$ cat config.mk
export PLATFORM = sky130hd
export DESIGN_NAME = if_fetch_queue
export DESIGN_NICKNAME = d
export VERILOG_FILES = /design/src/rtl/if_fetch_queue.sv
export SDC_FILE = /design/constraint.sdc
export NUM_CORES = 1
export LEC_CHECK = 0
export CORE_MARGIN = 10
export CORE_UTILIZATION = 30
export CTS_CLUSTER_DIAMETER = 100
export DETAILED_ROUTE_END_ITERATION = 8
export DONT_BUFFER_PORTS = 1
export PLACE_DENSITY = 0.42
export SETUP_SLACK_MARGIN = 0.4
export SKIP_CTS_REPAIR_TIMING = 1
export SLEW_MARGIN = 20
export SYNTH_ARGS = -nofsm -noshare
export SYNTH_HDL_FRONTEND = slang
export SYNTH_SLANG_ARGS = --single-unit
$ cat constraint.sdc
create_clock -name clk -period 2.14 [get_ports clk]
set_clock_uncertainty 0.15 [all_clocks]
set_input_delay 0.428 -clock clk [delete_from_list [all_inputs] [get_ports clk]]
set_output_delay 0.428 -clock clk [all_outputs]
set_load 0.02 [all_outputs]
$ cat src/rtl/if_fetch_queue.sv
// Fetch queue between the PC register and decode. Issues one IMEM read at a
// time at PCF, buffers the returned word with its PC+4 in a small FIFO and
// presents the head entry to ID. PC only advances when memory accepts a read.
//
// Handshakes: a read is accepted in the cycle where imem_req && imem_gnt are
// both high (and no flush is pending). imem_req stays high with a stable
// imem_addr until that happens. The response is a single-cycle imem_rvalid
// pulse, at least one cycle after the grant. On the ID side, an entry is
// consumed in any cycle where ValidD && !StallD && !FlushD.
module if_fetch_queue #(
  parameter int DEPTH = 4,
  parameter int AW    = 32,
  parameter int DW    = 32
) (
  input  logic          clk,
  input  logic          rst,
  input  logic [AW-1:0] PCF,
  input  logic [AW-1:0] PCPlus4F,
  output logic          PCEnF,
  output logic          imem_req,
  output logic [AW-1:0] imem_addr,
  input  logic          imem_gnt,
  input  logic          imem_rvalid,
  input  logic [DW-1:0] imem_rdata,
  input  logic          StallD,
  input  logic          FlushD,
  output logic          ValidD,
  output logic [DW-1:0] InstrD,
  output logic [AW-1:0] PCPlus4D,
  output logic [1:0]    dbg_state
);

  localparam int PW = $clog2(DEPTH);
  localparam int CW = PW + 1;
  localparam int EW = AW + DW;

  typedef enum logic [1:0] {
    IDLE = 2'd0,
    REQ  = 2'd1,
    WAIT = 2'd2,
    DROP = 2'd3
  } state_e;

  state_e        state_q, state_d;
  logic [CW-1:0] count_q, count_d;
  logic [PW-1:0] rd_ptr_q, rd_ptr_d;
  logic [PW-1:0] wr_ptr_q, wr_ptr_d;
  logic [AW-1:0] tag_q, tag_d;
  logic [EW-1:0] mem_q [DEPTH];
  logic [EW-1:0] mem_d [DEPTH];

  logic          outstanding;
  logic [CW:0]   occupancy;
  logic          space;
  logic          space_after;
  logic          push;
  logic          pop;
  logic [EW-1:0] head;

  // A read in flight reserves a FIFO slot so its response always fits.
  assign outstanding = (state_q == WAIT);
  assign occupancy   = {1'b0, count_q} + (CW+1)'(outstanding);
  assign space       = occupancy < (CW+1)'(DEPTH);

  assign push   = (state_q == WAIT) && imem_rvalid && !FlushD;
  assign head   = mem_q[rd_ptr_q];
  assign ValidD = (count_q != '0);
  assign pop    = ValidD && !StallD && !FlushD;

  assign InstrD    = ValidD ? head[DW-1:0]  : '0;
  assign PCPlus4D  = ValidD ? head[EW-1:DW] : '0;
  assign dbg_state = state_q;

  // FIFO bookkeeping: flush empties and rewinds, otherwise push/pop update.
  always_comb begin
    count_d  = count_q + CW'(push) - CW'(pop);
    rd_ptr_d = rd_ptr_q + PW'(pop);
    wr_ptr_d = wr_ptr_q + PW'(push);
    if (FlushD) begin
      count_d  = '0;
      rd_ptr_d = '0;
      wr_ptr_d = '0;
    end
    space_after = count_d < CW'(DEPTH);
  end

  // FIFO storage: the returning word is written together with its PC+4 tag.
  always_comb begin
    mem_d = mem_q;
    if (push) mem_d[wr_ptr_q] = {tag_q, imem_rdata};
  end

  // Fetch FSM: request, wait for data, or swallow a response killed by flush.
  always_comb begin
    state_d   = state_q;
    tag_d     = tag_q;
    imem_req  = 1'b0;
    imem_addr = '0;
    PCEnF     = 1'b0;
    case (state_q)
      IDLE: begin
        if (space && !FlushD) state_d = REQ;
      end
      REQ: begin
        imem_req  = 1'b1;
        imem_addr = PCF;
        if (FlushD) begin
          state_d = IDLE;
        end else if (imem_gnt) begin
          PCEnF   = 1'b1;
          tag_d   = PCPlus4F;
          state_d = WAIT;
        end
      end
      WAIT: begin
        if (imem_rvalid) begin
          if (FlushD)           state_d = IDLE;
          else if (space_after) state_d = REQ;
          else                  state_d = IDLE;
        end else if (FlushD) begin
          state_d = DROP;
        end
      end
      DROP: begin
        if (imem_rvalid) state_d = IDLE;
      end
      default: state_d = IDLE;
    endcase
  end

  // State and FIFO registers; reset wins over every other update.
  always_ff @(posedge clk) begin
    if (rst) begin
      state_q  <= IDLE;
      count_q  <= '0;
      rd_ptr_q <= '0;
      wr_ptr_q <= '0;
      tag_q    <= '0;
      for (int i = 0; i < DEPTH; i++) mem_q[i] <= '0;
    end else begin
      state_q  <= state_d;
      count_q  <= count_d;
      rd_ptr_q <= rd_ptr_d;
      wr_ptr_q <= wr_ptr_d;
      tag_q    <= tag_d;
      mem_q    <= mem_d;
    end
  end

endmodule
==> metrics.md <==
| Metric | Value |
|---|---|
| Ys Warns | `0` |
| Failing checks | `negative hold slack, negative setup slack` |
| Startpoint Class | `flip-flop` |
| Share of cells above drive strength 1 | `0.243` |
| Initial antenna violation count | `0` |
| Area post-placement | `about 15,000 µm²` |
| Row count | `78` |
| Buffers on Ports | `0` |
| WHS Path Cells | `2` |
| P per Cell Area | `just under 700 nW/µm²` |
| Kind of critical path | `reg -> out` |
| Unrepaired setup endpoints after global routing | `true` |
| Worst slew pin tran | `approximately 0.50 ns` |
| Initial Util | `0.305` |
| Relative slew slack | `0.668` |
| Drt drc | `0` |
| Status | `finished with violations` |
| CP Max Fanout | `6` |
| Mapped Cells | `1,274` |
| WL/cell | `around 23 µm` |
| Post-route insts no fill | `about 2k` |
| Worst Setup Slack, final | `-0.418 ns` |
| CTS tree | `done` |
| Antenna-violating nets left | `0` |
| Leakage | `around 7.4 nW` |
| Max-cap violations | `0` |
| Core area | `about 46,000 µm²` |
| Vias per std cell | `about 4.7` |
| Final hold slack | `-0.0117 ns` |
| Drt initial violations | `approximately 390` |
| First-pass GRT wire length | `between 50,000 and 60,000 µm` |
| Dpl hpwl | `around 22,000 µm` |
| Crit path time final | `2.56 ns` |
| RD Place Congestion | `between 0.6 and 0.7` |
| Gr usage total | `0.129` |
| DRT Pass-1 Iters | `4` |
| Layout Nets | `around 1.5k` |
| Syn avg cell area | `10.9 µm²` |
| Clock transition at the registers of the reported paths | `0.05 ns` |
| Final std cell area, no fill | `between 15,000 and 20,000 µm²` |
| Io pins | `around 200` |
| Largest net degree at the start of global routing | `~360` |
| Vias | `between 9k and 10k` |
| Cell Area, Synth | `between 10,000 and 15,000 µm²` |
| Register area share after synthesis | `0.428` |
| Ant. Diodes | `0` |
| Worst EP arrival | `just under 2 ns` |
| Synth top area cells | `dfxtp_1 43%, mux2i_1 19%, nand2b_1 14%` |
| Utilization of the core after routing | `0.391` |
| Finish-stage setup viols | `89` |
| HP Class | `in -> reg` |
| Vias in the first global route | `9,380` |
| Cell taking the most area after synthesis | `dfxtp_1` |
| Max Clk Rate | `roughly 390 MHz` |
| Root Buffer | `clkbuf_16` |
| Worst Setup End Kind | `primary output` |
| Post-synthesis cell type count | `38` |
| Final Hold Fails | `9` |
| GR Overflow Total | `0` |
| Die W | `approximately 240 µm` |
| Die Y-Extent | `around 240 µm` |
| Synthesized net count | `1,380` |
| Final Max Slew Viols | `0` |
| CTS sink cnt | `roughly 300` |
| Power, Total | `about 0.012 W` |
| Cts bufs inserted | `38` |
| FF+latch count, synth | `slightly below 300` |
| # H-tree levels | `2` |
| Post-placement cell count | `approximately 1.8k` |
| Clock buffer depth | `3` |
| DRT Wirelength | `approximately 45,000 µm` |
| Worst Reg-to-Reg Cells | `9` |
| Die area | `between 50,000 and 60,000 µm²` |
| Final period util | `1.20` |
| Worst IR Drop VDD | `0.462 mV` |
| Synth top area share | `0.428` |
| Required time of the critical path | `approximately 1.6 ns` |
| Clk_lat worst skew | `about 0.55 ns` |
| Layout area overhead | `28.3%` |
sequential cells by signal (all words and copies together) (netlist names):
name and count:
mem_q 256, count_q 3, rd_ptr_q 2, wr_ptr_q 2, tag_q 32, dbg_state 2
cell usage after synthesis, drive strengths merged:
cell and n:
xnor2 1, buf 47, nand4b 1, mux4 64, xor2 1, a21oi 34, or4 1, o311a 1
and2 99, nand3 1, mux2i 257, and2b 1, nor3 4, nor3b 2, clkbuf 54, o21ba 1
nand2b 320, nor2 1, ha 3, nand2 66, o22a 1, nand3b 2, inv 4, o21ai 2
fa 1, a211oi 1, dfxtp 297, or2b 1, nand4bb 2, a21boi 1, or3 3
stage by stage:
stage          hold slack (ns)  setup WS [ns]  setup TNS (ns)
5_1_grt               -0.00885         -0.482          -27.28
2_1_floorplan            0.287        -0.0785         -0.0785
3_5_place_dp             0.294         -0.146          -0.152
4_1_cts                 -0.227         -0.533          -42.38
3_3_place_gp             0.291         -0.122          -0.122
6_report               -0.0117         -0.418          -21.49
path summary, 6_finish.rpt:
kind                        from  slack (ns)      endpoint
setup / recovery     rd_ptr_q[1]       -0.42    InstrD[22]
setup reg to reg    dbg_state[0]       -0.05  dbg_state[0]
hold / removal    imem_rdata[30]       -0.01    mem_q[222]
hold reg to reg        tag_q[19]        0.30     tag_q[19]
final cells by class:
cell class                 instances  area (µm²)
clock inverter                     5        26.3
sequential                       297        5960
multi-input combinational        876        7710
timing repair buffer             141        2190
tap                              600         751
inverter                           4        27.5
clock buffer                      61        1150
fill                            4409       27800
report_power, final:
group	internal [W]	switching, W	leakage [nW]	total, W
clock	0.00367	0.00245	0.579	0.00611
sequential	0.00555	0.0000145	2.40	0.00557
combinational	0.000301	0.000287	4.47	0.000588
total	0.00952	0.00275	7.45	0.0123
kinds of logic after synthesis:
family	synth area share
multiplexers	0.289
adder cells (fa/ha/maj)	0.00414
AO/OA/AOI/OAI	0.0161
flip-flops	0.428
XOR/XNOR	0.00126
AND/OR/NAND/NOR	0.217
buffers and inverters	0.0445
per-layer routing:
metal / track usage / routed length, µm / share of wire / vias up
li1: - / - / - / 4493
met1: 0.156 / 20000 / 0.44 / 4587
met2: 0.217 / 22300 / 0.50 / 182
met3: 0.0337 / 1890 / 0.042 / 47
met4: 0.0421 / 755 / 0.017 / 0
met5: 0 / 0 / 0 / -
placed cells by master, fill, tap and decap left out, types with 2 or more instances in the layout:
cell,n
buf_12,22
buf_8,7
dlygate4sd3_1,40
buf_4,15
clkinv_2,4
nand3b_1,2
dfxtp_1,293
nand4bb_4,2
o21ai_0,2
and2b_4,4
buf_6,23
nor3_2,2
dfxtp_4,4
mux4_2,64
clkbuf_8,5
buf_16,8
ha_1,2
and2_4,93
clkbuf_1,15
mux2i_1,256
nand2b_1,320
nand2_1,65
clkbuf_16,67
and2_1,6
or3_1,2
a21oi_1,34
critical path, cell delays in order (launching register included):
cell	delay, ns
dfxtp_4	0.37
buf_12	0.14
buf_12	0.15
mux4_2	0.55
and2_4	0.21
Note: power is estimated with default switching activity, not from simulation.
